`config.mk`:
```
export PLATFORM = sky130hd
export DESIGN_NAME = adc_source_selector
export DESIGN_NICKNAME = d
export VERILOG_FILES = /design/src/rtl/adc_source_selector.sv
export SDC_FILE = /design/constraint.sdc
export NUM_CORES = 1
export LEC_CHECK = 0
export BUFFER_PORTS_ARGS = -buffer_cell sky130_fd_sc_hd__clkbuf_2
export CORE_ASPECT_RATIO = 0.7
export CORE_UTILIZATION = 24
export CTS_BUF_LIST = sky130_fd_sc_hd__clkbuf_8
export DETAILED_ROUTE_END_ITERATION = 10
export GPL_TIMING_DRIVEN = 0
export MAX_ROUTING_LAYER = met4
export PLACE_DENSITY_LB_ADDON = 0.1
export SLEW_MARGIN = 20
export SYNTH_ARGS = -nofsm -noshare
export SYNTH_HDL_FRONTEND = slang
export SYNTH_SLANG_ARGS = --single-unit
```
`constraint.sdc`:
```
create_clock -name clk_i -period 2.95 [get_ports clk_i]
set_input_delay 0.295 -clock clk_i [delete_from_list [all_inputs] [get_ports clk_i]]
set_output_delay 0.295 -clock clk_i [all_outputs]
set_load 0.01 [all_outputs]
```
`src/rtl/adc_source_selector.sv`:
```
`default_nettype none
// ============================================================================
// Module   : adc_source_selector
// Purpose  : Selects regular or successive ADC samples per channel, with a
//            blanking interval after every mode change.
// Revision : 1.0 - initial release
// ============================================================================
module adc_source_selector #(
   parameter int WIDTH        = 8,
   parameter int CHANNELS     = 2,
   parameter int BLANK_CYCLES = 4
) (
   input  logic                      clk_i,
   input  logic                      reset_n_i,
   input  logic [1:0]                mode_i,
   input  logic [CHANNELS-1:0]       ch_en_i,
   input  logic [CHANNELS*WIDTH-1:0] reg_data_i,
   input  logic [CHANNELS-1:0]       reg_valid_i,
   input  logic [CHANNELS*WIDTH-1:0] succ_data_i,
   input  logic [CHANNELS-1:0]       succ_valid_i,
   output logic [CHANNELS*WIDTH-1:0] out_data_o,
   output logic [CHANNELS-1:0]       out_valid_o,
   output logic [1:0]                active_mode_o,
   output logic                      blanking_o
);

   typedef enum logic [1:0] {
      S_IDLE  = 2'd0,
      S_BLANK = 2'd1,
      S_PASS  = 2'd2
   } state_t;

   localparam logic [1:0] MODE_OFF   = 2'b00;
   localparam logic [1:0] MODE_REG   = 2'b01;
   localparam logic [7:0] BLANK_LOAD = 8'(BLANK_CYCLES - 1);

   state_t                    state_q;
   logic [1:0]                active_mode_q;
   logic [7:0]                blank_cnt_q;
   logic [CHANNELS*WIDTH-1:0] out_data_q;
   logic [CHANNELS-1:0]       out_valid_q;
   logic                      blanking_q;

   logic [1:0]                mode_norm;
   logic [CHANNELS-1:0]       sel_valid;
   logic [CHANNELS*WIDTH-1:0] sel_data;

   // Reserved encoding 11 behaves exactly like OFF.
   assign mode_norm = (mode_i == 2'b11) ? MODE_OFF : mode_i;
   assign sel_valid = (active_mode_q == MODE_REG) ? reg_valid_i : succ_valid_i;
   assign sel_data  = (active_mode_q == MODE_REG) ? reg_data_i  : succ_data_i;

   always_ff @(posedge clk_i or negedge reset_n_i) begin
      if (!reset_n_i) begin
         state_q       <= S_IDLE;
         active_mode_q <= MODE_OFF;
         blank_cnt_q   <= '0;
         out_data_q    <= '0;
         out_valid_q   <= '0;
         blanking_q    <= 1'b0;
      end else if (mode_norm != active_mode_q) begin
         // Any change discards same-cycle strobes and wipes the held samples.
         active_mode_q <= mode_norm;
         out_data_q    <= '0;
         out_valid_q   <= '0;
         if (mode_norm == MODE_OFF) begin
            state_q     <= S_IDLE;
            blank_cnt_q <= '0;
            blanking_q  <= 1'b0;
         end else begin
            state_q     <= S_BLANK;
            blank_cnt_q <= BLANK_LOAD;
            blanking_q  <= 1'b1;
         end
      end else begin
         out_valid_q <= '0;
         case (state_q)
            S_IDLE: begin
               blanking_q <= 1'b0;
            end
            S_BLANK: begin
               if (blank_cnt_q == 8'd0) begin
                  state_q    <= S_PASS;
                  blanking_q <= 1'b0;
               end else begin
                  blank_cnt_q <= blank_cnt_q - 8'd1;
               end
            end
            S_PASS: begin
               for (int i = 0; i < CHANNELS; i++) begin
                  if (ch_en_i[i] && sel_valid[i]) begin
                     out_data_q[i*WIDTH +: WIDTH] <= sel_data[i*WIDTH +: WIDTH];
                     out_valid_q[i]               <= 1'b1;
                  end
               end
            end
            default: begin
               state_q    <= S_IDLE;
               blanking_q <= 1'b0;
            end
         endcase
      end
   end

   assign out_data_o    = out_data_q;
   assign out_valid_o   = out_valid_q;
   assign active_mode_o = active_mode_q;
   assign blanking_o    = blanking_q;

endmodule
`default_nettype wire
```
---- Yosys cells after proc, flatten, opt, wreduce, memory -nomap -nowiden ----
Cells that the tools add are included.
operators by class
  $add $sub $neg .......................... 1
  multipliers ............................. 0
  divide/modulo/power cells ............... 0
  order comparisons ....................... 0
  equal/unequal tests ..................... 9
  shift operators ......................... 0
  multiplexer cells ....................... 23
  bitwise operators ....................... 0
  reductions and logical operators ........ 15
operators with widths
  kind                 count
  $mux 16              3
  $mux 8               5
  $mux 2               7
  $reduce_and 2->1     5
  $logic_not 8->1      1
  $reduce_bool 2->1    4
  $sub 8x1->8 const B  1
  $mux 1               6
  $eq 2x1->1 const B   2
  $eq 2x2->1 const B   2
  $logic_not 2->1      2
  $ne 2x2->1 const B   2
  $pmux 2 s2           1
  $ne 3x3->1 const B   1
  $logic_and 1x1->1    2
  $ne 2x1->1 const B   1
  $ne 2x2->1           1
  $pmux 1 s2           1
  $reduce_or 2->1      1
word-level totals
  register bits after elaboration ......... 31
  latch bits .............................. 0
  RAM bits ................................ 0
  ROM bits ................................ 0
  bits of input ports ..................... 42
  output and inout bits ................... 21
  word-level logic and storage cells ...... 55
  memories ................................ 0

---- Depth between registers and ports, before layout ----
Gate-level depths: netlist of run 1.
  depth in word-level cells ............... 6
  depth in mapped cells ................... 7
  depth with buffers taken out ............ 6

---- Worst setup path after synthesis of run 1 ----
OpenSTA, ideal clock, no wires.
  kind .................................... reg2reg
  start point ............................. register blank_cnt_q[0]
  end point ............................... register blank_cnt_q[4]
  library setup time ...................... 136 ps
  arrival time ............................ 1544 ps
  data required time ...................... 2814 ps
  path slack .............................. 1270 ps
  stages on the path, launching flop included .. 7
  period minus slack after synthesis ...... 1680 ps
  cells stage by stage .................... dfrtp_1 inv_1 ha_1 or4b_4 o2111ai_1 xor2_1 nor2_1
between the ends
  word-level cells in the longest chain between the ends .. 4
  elaborated cells on any way between the ends .. 7
  those cells by class .................... add/sub (1); eq/ne (1); mux (3); reduce/logical (2)
RTL lines
  element                 line  source
  start, declared         39    logic [7:0] blank_cnt_q;
  start signal, assigned  86    blank_cnt_q <= blank_cnt_q - 8'd1;
  $sub 8x1->8             86
  $mux 8                  82    if (blank_cnt_q == 8'd0) begin
  $mux 8                  77    case (state_q)
  $mux 8                  61    end else if (mode_norm != active_mode_q) begin
Several ways; a longest one is shown, not always the timed one. The select of a mux whose other input is x is not followed.
A chain may end at the register's enable or synchronous reset.

---- Final worst setup path of run 1 ----
  start point ............................. register blank_cnt_q[0]
  end point ............................... register blanking_q (netlist: blanking_o)
between the ends
  word-level cells in the longest chain between the ends .. 3
RTL lines
  element                     line  source
  $logic_not 8->1             82
  $ne 3x3->1 (no line)        n/a
  $reduce_and 2->1 (no line)  n/a
  end signal, assigned        79    blanking_q <= 1'b0;
  end signal, assigned        84    blanking_q <= 1'b0;
  end signal, assigned        99    blanking_q <= 1'b0;
  end, declared               42    logic blanking_q;
No other way between the ends.

==> reports/qor.csv, run 1 <==
metric,value,unit
status,"complete, no violations",
cts_setup_buffers,0,
htree_num_levels,2,
io_buffers,62,
yosysWarningCount,0,
startpoint_type,flop,
hold_path.class,primary input to async pin,
path_max_fanout,6,
cts.reportedPaths.clkPinSlew,0.07,ns
wl_per_cell,13.49,um
swShare,30.12,%
multi_input_area,898.4,um2
die_x,104.6,um
holdBufCountCts,0,
ir_drop,0.2648,mV
drc,0,
worst_path_largest_cell_delay,0.52,ns
cts_resized,0,
syn_area,1768,um2
cts_root_buf,clkbuf_8,
viasPerCell,4.308,
p_sw,0.3665,mW
grt_pass1_wl,6824,um
vias,1383,
die_h,73.81,um
boundaryPins,63,
fin_tns_setup,0,ns
overflow,0,
seq_power_share,39.1,%
std_cell_rows,25,
cts_sinks,31,
ant_nets,0,
cts_tree,built,
setup_viol,0,
drive_gt1_share,44.93,%
period_minus_slack,1.889,ns
seq_area,775.7,um2
ys_ff_latch,31,
hold_viol,0,
nets,272,
wl,4330,um
cts_buffer_depth,2,
synth_top_area_cell,dfrtp_1,
combPwrFrac,24.5,%
worstSetupPathType,flop to flop,
relSlewSlack,45.72,%
synth_area_leaders,"dfrtp_1, a211oi_2, mux2i_1, a21oi_1, ha_1",
p_int,0.8503,mW
whs,0.09725,ns
p_clk_share,36.4,%
initial_core_util,25.46,%
yosysSeqAreaShare,43.88,%
max_freq,0.5293,GHz
yosys.area.top_type_share,43.88,%
layout_commonest_cell,clkbuf_2,
cts-buffers-inserted,5,
finalClockSkew,0.005208,ns
area_growth,30.86,%
syn_nets,203,
min_period_over_period,64.04,%
cap_violations,0,
dr.pass1.iters,4,
end_kind,flop,
clkLatencyLatePin,0.28,ns
rsz0062_at_grt,false,
place_area,2196,um2
drv_slew,0,
dp_hpwl,3298,um
grt_pass1_vias,1326,
drt_iter0_markers,23,
diodes,0,
cp_cell_sequence,inv_1 -> ha_1 -> or4b_4 -> o21ai_4 -> nor2b_1 -> o21ai_0,
synth_area_per_cell,11.26,um2
crit_required,3.11,ns
place.gp.congestion,0.6873,
core_area,6944,um2
reg2regPathDepth,6,
total_leakage_power,1.072,nW
p_per_area,526.0,nW/um2
crit_arrival,2.05,ns
finalInstanceArea,2313,um2
grt_start_max_net_pins,32,
synth_cell_type_count,32,
fill_cells,727,
critical-path-slowest-cell,or4b_4,
antenna_found_initial,0,
dieArea,7719,um2
layout_common_cells,"clkbuf_2, dfrtp_1, mux2i_1, a21oi_1, a211oi_2",
track_usage,12.14,%
post_synth_inst_count,157,
max_slew.worst_pin.slew,0.8142,ns
## layout make-up
| type | count | area share, % |
|---|---|---|
| clock buffers | 6 | 3.569 |
| clock inverters | 2 | 1.514 |
| well taps | 94 | 5.084 |
| flip-flops and latches | 31 | 33.53 |
| plain buffers | 12 | 3.083 |
| multi-input cells | 108 | 38.83 |
| inverters | 6 | 0.9735 |
| repair buffers | 62 | 13.41 |
## critical path, delay by kind of cell, from the launching register on
kind | cells | cell delay (ns)
buf+inv | 1 | 0.10
fa+ha+maj | 1 | 0.19
simple gates | 2 | 0.73
compound gates | 2 | 0.34
flops | 1 | 0.40
## state kept, by name (all words and copies together) (netlist names)
register / cells
out_valid_o: 2
blank_cnt_q: 8
blanking_o: 1
active_mode_o: 2
state_q: 2
out_data_o: 16
## per-layer routing
layer	vias up	routed length [um]	global-route usage (%)
li1	697	-	-
met1	645	2207	16.71
met2	37	1853	16.48
met3	4	219	3.638
met4	0	49	4.695
met5	-	0	-
## worst paths after layout
check                               startpoint        endpoint  slack [ns]
worst max register to register  blank_cnt_q[0]      blanking_o        1.06
worst max-delay path            blank_cnt_q[0]      blanking_o        1.06
max in group asynchronous            reset_n_i  blank_cnt_q[4]        2.34
worst min register to register      blanking_o      blanking_o        0.56
worst min-delay path                 reset_n_i  blank_cnt_q[7]         0.1
min in group clk_i              succ_data_i[9]   out_data_o[9]        0.36
## power groups by stage
stage,sequential [mW],combinational (mW),clock (mW)
floorplan,0.482,0.211,0
global placement,0.485,0.304,0
detailed placement,0.483,0.303,0
CTS,0.476,0.303,0.461
global route,0.481,0.338,0.481
finish,0.476,0.298,0.443
## synthesized netlist by cell type (all sizes together)
| library cell | instances |
|---|---|
| inv | 6 |
| mux2i | 18 |
| o21ai | 3 |
| a21oi | 17 |
| nand2 | 1 |
| a221oi | 2 |
| xor2 | 2 |
| nor3 | 3 |
| or3 | 1 |
| nor4b | 1 |
| clkbuf | 6 |
| and2b | 1 |
| nand2b | 1 |
| nor2b | 6 |
| nand3 | 3 |
| o2111ai | 1 |
| dfrtp | 31 |
| a31oi | 1 |
| nand4b | 1 |
| xnor2 | 4 |
| mux2 | 2 |
| nand4 | 1 |
| or4b | 1 |
| a211oi | 16 |
| o211ai | 2 |
| buf | 6 |
| nor2 | 12 |
| ha | 4 |
| and2 | 4 |
## cells by family after synthesis
kind of cell,synth area share [%]
compound gates,21.59
simple gates,11.54
flops,43.88
mux,11.89
buf+inv,5.307
xor+xnor,2.972
fa+ha+maj,2.831
## stage by stage
step	std cells	setup WS, ns	power (mW)	utilization [%]
floorplan	157	1.270	0.6932	-
global placement	313	1.039	0.7897	31.62
detailed placement	313	1.019	0.7861	31.62
CTS	321	1.075	1.241	33.32
global route	321	0.9297	1.300	33.32
finish	321	1.061	1.217	33.32
(Power assumes the default switching activity.)
==> run 2, diff against run 1 <==
==> constraint.sdc (replaced) <==
create_clock -name clk_i -period 1.55 [get_ports clk_i]
set_input_delay 0.155 -clock clk_i [delete_from_list [all_inputs] [get_ports clk_i]]
set_output_delay 0.155 -clock clk_i [all_outputs]
set_load 0.01 [all_outputs]
==> reports/qor.csv, run 2 (same netlist as run 1, synthesis figures left out) <==
metric,value,unit,change
die_x,104.6,um,unchanged
die_h,73.81,um,unchanged
worst_path_largest_cell_delay,0.51,ns,was 0.52 ns
cp.depth,6,,unchanged
drc,0,,unchanged
core_area,6944,um2,unchanged
htree_num_levels,2,,unchanged
boundaryPins,63,,unchanged
grt_pass1_wl,7555,um,was 6824 um
hold_viol,0,,unchanged
antenna_found_initial,0,,unchanged
dieArea,7719,um2,unchanged
p_sw,0.7561,mW,was 0.3665 mW
cts.reportedPaths.clkPinSlew,0.07,ns,about the same
p_int,1.730,mW,was 0.8503 mW
whs,0.2208,ns,was 0.09725 ns
ir_drop,0.3714,mV,was 0.2648 mV
dp_hpwl,3411,um,was 3298 um
cts_tree,built,,unchanged
drv_slew,0,,unchanged
relSlewSlack,46.22,%,was 45.72%
setup_viol,8,,was 0
cts_buffer_depth,2,,unchanged
path_max_fanout,5,,was 6
diodes,0,,unchanged
crit_required,1.74,ns,was 3.11 ns
final_cells,334,,was 321
cts_root_buf,clkbuf_8,,unchanged
clkLatencyLatePin,0.28,ns,about the same
finalClockSkew,0.003872,ns,was 0.005208 ns
p_clk_share,33.4,%,was 36.4%
place_area,2223,um2,was 2196 um2
cap_violations,0,,unchanged
status,"complete, but fails checks",,"was complete, no violations"
end_kind,flop,,unchanged
swShare,30.41,%,was 30.12%
place.gp.congestion,0.7307,,was 0.6873
critPathTopFamily,simple AND/OR/NAND/NOR gates,,unchanged
total_leakage_power,1.169,nW,was 1.072 nW
startpoint_type,flop,,unchanged
reg2regPathDepth,6,,unchanged
layout_common_cells,"clkbuf_2, dfrtp_1, mux2i_1, a211oi_2, a21oi_2",,"was clkbuf_2, dfrtp_1, mux2i_1, a21oi_1, a211oi_2"
period_minus_slack,1.688,ns,was 1.889 ns
cp_cell_sequence,inv_2 -> ha_4 -> or4b_4 -> o21ai_4 -> nor3_1 -> a221oi_2,,was inv_1 -> ha_1 -> or4b_4 -> o21ai_4 -> nor2b_1 -> o21ai_0
setup_ws,-0.1380,ns,was 1.061 ns
track_usage,13.36,%,was 12.14%
crit_arrival,1.88,ns,was 2.05 ns
std_cell_rows,25,,unchanged
violations,negative setup slack,,
wl_per_cell,14.25,um,was 13.49 um
min_period_over_period,108.9,%,was 64.04%
combPwrFrac,29.8,%,was 24.5%
max_slew.worst_pin.slew,0.8067,ns,was 0.8142 ns
holdPathStages,3,,
seq_power_share,36.8,%,was 39.1%
drive_gt1_share,60.00,%,was 44.93%
ant_nets,0,,unchanged
grt_pass1_vias,1439,,"was 1,326"
worstSetupPathType,flop to flop,,unchanged
p_per_area,976.0,nW/um2,was 526.0 nW/um2
grt_start_max_net_pins,32,,unchanged
wl,4761,um,was 4330 um
nets,285,,was 272
rsz0062_at_grt,true,,was false
viasPerCell,4.359,,was 4.308
max_freq,0.5924,GHz,was 0.5293 GHz
layout_commonest_cell,clkbuf_2,,unchanged
initial_core_util,25.46,%,unchanged
fin_util,36.68,%,was 33.32%
overflow,0,,unchanged
dr.pass1.iters,4,,unchanged
area_growth,44.09,%,was 30.86%
drt_iter0_markers,25,,was 23
cts-buffers-inserted,5,,unchanged
placed_cells,313,,unchanged
hold_path.class,primary input to flop,,was primary input to async pin
finalInstanceArea,2547,um2,was 2313 um2
cp_num_buf_inv,1,,unchanged
critical-path-slowest-cell,or4b_4,,unchanged
io_buffers,62,,unchanged
cts_sinks,31,,unchanged
largest_register_ffs,16,,unchanged
vias,1456,,"was 1,383"
## run 2: changes by cell type in the layout (fill, tap and decap cells not counted), moves of 4 or more
cell,delta
a21oi_1,-14
clkbuf_2,+4
clkbuf_1,-4
buf_4,+11
a21oi_2,+14
## run 2: cell type report
| cell class | count | area (um2) |
|---|---|---|
| clock inverters | 2 | 35.03 |
| clock buffers | 6 | 82.58 |
| multi-input cells | 110 | 1030 |
| repair buffers | 75 | 417.9 |
| plain buffers | 10 | 65.06 |
| inverters | 6 | 22.52 |
| well taps | 94 | 117.6 |
| flip-flops and latches | 31 | 777.0 |
| fillers | 741 | 4397 |
## run 2: path summary, 6_finish.rpt
path                                start          endpoint  slack, ns
setup / recovery           blank_cnt_q[0]    blank_cnt_q[0]      -0.14
hold / removal             succ_data_i[5]     out_data_o[5]       0.22
setup reg to reg           blank_cnt_q[0]    blank_cnt_q[0]      -0.14
hold reg to reg                blanking_o        blanking_o       0.56
max in group asynchronous       reset_n_i  active_mode_o[1]       0.50
min in group asynchronous       reset_n_i    blank_cnt_q[3]       0.50
## run 2: timing repair
item                                    CTS  global route
endpoints found under the hold margin    31             0
endpoints found under the setup margin   26            27
cloned                                    0             2
hold buffers                              1             0
resized for setup                         7            30
pin swaps                                 5             5
setup buffers                            12             0
## run 2: per-layer routing
metal,up-vias,track usage [%],share of wire (%)
li1,728,-,-
met1,688,19.63,54
met2,34,17.73,40
met5,-,-,0
met3,6,3.549,4.5
met4,0,3.286,1.0
## run 2: stage by stage
| step | TNS, ns | setup WS (ns) | power [mW] |
|---|---|---|---|
| global route | -1.514 | -0.2456 | 2.655 |
| global placement | -3.012 | -0.2877 | 1.539 |
| floorplan | -0.5483 | -0.08204 | 1.349 |
| finish | -0.6848 | -0.1380 | 2.486 |
| CTS | -1.184 | -0.1395 | 2.496 |
| detailed placement | -3.106 | -0.2367 | 1.534 |
## run 2: power groups by stage
| stage | Combinational (mW) | Clock (mW) | Sequential, mW |
|---|---|---|---|
| global route | 0.826 | 0.904 | 0.925 |
| CTS | 0.714 | 0.871 | 0.911 |
| finish | 0.740 | 0.830 | 0.916 |
| floorplan | 0.427 | 0 | 0.922 |
| global placement | 0.612 | 0 | 0.927 |
| detailed placement | 0.610 | 0 | 0.924 |
## run 2: worst reg2reg max path, delay by kind of cell, from the launching register on
family	cells	cell delay, ns
AND/OR/NAND/NOR	2	0.60
flip-flops	1	0.40
AO/OA/AOI/OAI	2	0.38
adder cells (fa/ha/maj)	1	0.13
buffers and inverters	1	0.09
==> run 3, diff against run 2 <==
--- a/config.mk
+++ b/config.mk
@@ -7,7 +7,7 @@
 export LEC_CHECK = 0
 export BUFFER_PORTS_ARGS = -buffer_cell sky130_fd_sc_hd__clkbuf_2
 export CORE_ASPECT_RATIO = 0.7
-export CORE_UTILIZATION = 24
+export CORE_UTILIZATION = 31
 export CTS_BUF_LIST = sky130_fd_sc_hd__clkbuf_8
 export DETAILED_ROUTE_END_ITERATION = 10
 export GPL_TIMING_DRIVEN = 0
==> reports/qor.csv, run 3 (same netlist as run 1, synthesis figures left out) <==
metric,value,unit,change
largest_register_ffs,16,,unchanged
ant_nets,0,,unchanged
hold_viol,0,,unchanged
grt_pass1_vias,1379,,"was 1,439"
cts_buffer_depth,2,,unchanged
finalInstanceArea,2462,um2,was 2547 um2
hold_path.class,primary input to flop,,unchanged
finalClockSkew,0.005082,ns,was 0.003872 ns
vias,1476,,"was 1,456"
whs_endpoint,out_data_o[8],,was out_data_o[5]
whs,0.2274,ns,was 0.2208 ns
cts-buffers-inserted,5,,unchanged
area_growth,39.28,%,was 44.09%
wl_per_cell,14.20,um,was 14.25 um
status,"complete, but fails checks",,unchanged
overflow,0,,unchanged
die_x,92.26,um,was 104.6 um
max_freq,0.5727,GHz,was 0.5924 GHz
ir_drop,0.4485,mV,was 0.3714 mV
path_max_fanout,6,,was 5
min_period_over_period,112.7,%,was 108.9%
wl,4401,um,was 4761 um
std_cell_rows,22,,was 25
period_minus_slack,1.746,ns,was 1.688 ns
violations,negative setup slack,,unchanged
layout_commonest_cell,clkbuf_2,,unchanged
nets,283,,was 285
place_area,2196,um2,was 2223 um2
rsz0062_at_grt,true,,unchanged
max_slew.worst_pin.slew,0.7921,ns,was 0.8067 ns
p_per_area,928.5,nW/um2,was 976.0 nW/um2
drive_gt1_share,55.88,%,was 60.00%
relSlewSlack,47.19,%,was 46.22%
viasPerCell,4.761,,was 4.359
rr_endpoint,blanking_o,,was blank_cnt_q[0]
r2r-start,blank_cnt_q[0],,unchanged
dr.pass1.iters,6,,was 4
dieArea,6014,um2,was 7719 um2
diodes,0,,unchanged
cts_tree,built,,unchanged
boundaryPins,63,,unchanged
drt_iter0_markers,32,,was 25
drv_slew,0,,unchanged
drc,0,,unchanged
place.gp.congestion,0.7864,,was 0.7307
dp_slack,-0.2565,ns,was -0.2367 ns
min-delay-start,succ_data_i[8],,was succ_data_i[5]
die_h,65.19,um,was 73.81 um
grt_pass1_wl,6975,um,was 7555 um
placed_cells,291,,was 313
fin_tns_setup,-1.042,ns,was -0.6848 ns
htree_num_levels,2,,unchanged
cts_sinks,31,,unchanged
setup_viol,8,,unchanged
cap_violations,0,,unchanged
initial_core_util,32.94,%,was 25.46%
dp_hpwl,3086,um,was 3411 um
clkLatencyLatePin,0.28,ns,about the same
end_kind,flop,,unchanged
startpoint_type,flop,,unchanged
final_cells,310,,was 334
r2r_slack,-0.20,ns,was -0.14 ns
worstSetupPathType,flop to flop,,unchanged
cts_root_buf,clkbuf_8,,unchanged
setup_ws,-0.1961,ns,was -0.1380 ns
reg2regPathDepth,6,,unchanged
cts.reportedPaths.clkPinSlew,0.07,ns,about the same
io_buffers,62,,unchanged
core_area,5368,um2,was 6944 um2
total_leakage_power,1.140,nW,was 1.169 nW
grt_start_max_net_pins,32,,unchanged
fill_cells,525,,was 741
layout_common_cells,"clkbuf_2, dfrtp_1, mux2i_1, a211oi_2, nor2_1",,"was clkbuf_2, dfrtp_1, mux2i_1, a211oi_2, a21oi_2"
crit_arrival,1.92,ns,was 1.88 ns
crit_required,1.72,ns,was 1.74 ns
antenna_found_initial,0,,unchanged
holdPathStages,3,,unchanged
track_usage,15.50,%,was 13.36%
==> run 3: cell types whose count changed in the layout (fill, tap and decap cells not counted), sizes merged <==
cell | previous run | this run
inv | 6 | 7
bufinv | 1 | 0
clkbuf | 76 | 75
and2 | 6 | 5
==> run 3: how the worst max path moves through the flow <==
stage | start | endpoint | slack [ns] | depth (start not counted)
6_report | blank_cnt_q[0] | blanking_o | -0.20 | 6
5_1_grt | blank_cnt_q[0] | blanking_o | -0.26 | 6
4_1_cts | blank_cnt_q[0] | blanking_o | -0.18 | 6
3_5_place_dp | blank_cnt_q[1] | blanking_o | -0.26 | 6
3_3_place_gp | blank_cnt_q[1] | blanking_o | -0.27 | 6
2_1_floorplan | blank_cnt_q[1] | blanking_o | -0.08 | 6
==> run 3: per-layer routing <==
metal	wire length, um	up-vias	global-route usage [%]
li1	-	723	-
met5	0	-	-
met2	1990	39	23.32
met1	2161	712	20.87
met4	18	0	3.516
met3	231	2	4.282
==> run 3: worst max-delay path, stage by stage, from the launching register on <==
cell and delay, ns:
dfrtp_1 0.40, inv_2 0.09, ha_4 0.13, or4b_4 0.52
o21ai_4 0.24, nor2b_4 0.20, o21ai_2 0.06
==> run 3: through the flow <==
step,total power [mW],utilization [%]
5_1_grt,2.443,45.87
2_1_floorplan,1.349,-
6_report,2.286,45.87
4_1_cts,2.277,44.17
3_5_place_dp,1.527,40.91
3_3_place_gp,1.527,40.91
==> run 3: timing repair <==
action,in CTS,in global routing
setup endpoints to repair,26,29
hold endpoints to repair,31,0
resized for setup,4,24
cloned,0,1
hold buffers,1,0
setup buffers,11,0
pin swaps,9,3
==> run 3: report_power, final <==
group / switching (mW) / internal (mW)
sequential: 0.0506 / 0.864
combinational: 0.390 / 0.330
clock: 0.301 / 0.351
==> run 3: area by class of cell <==
type / instances / area, um2 / area share, %
clock inverters: 2 / 8.758 / 0.3557
inverters: 6 / 22.52 / 0.9146
well taps: 72 / 90.09 / 3.659
clock buffers: 6 / 82.58 / 3.354
multi-input cells: 109 / 1018 / 41.36
repair buffers: 74 / 406.6 / 16.51
flip-flops and latches: 31 / 777.0 / 31.55
plain buffers: 10 / 56.30 / 2.287
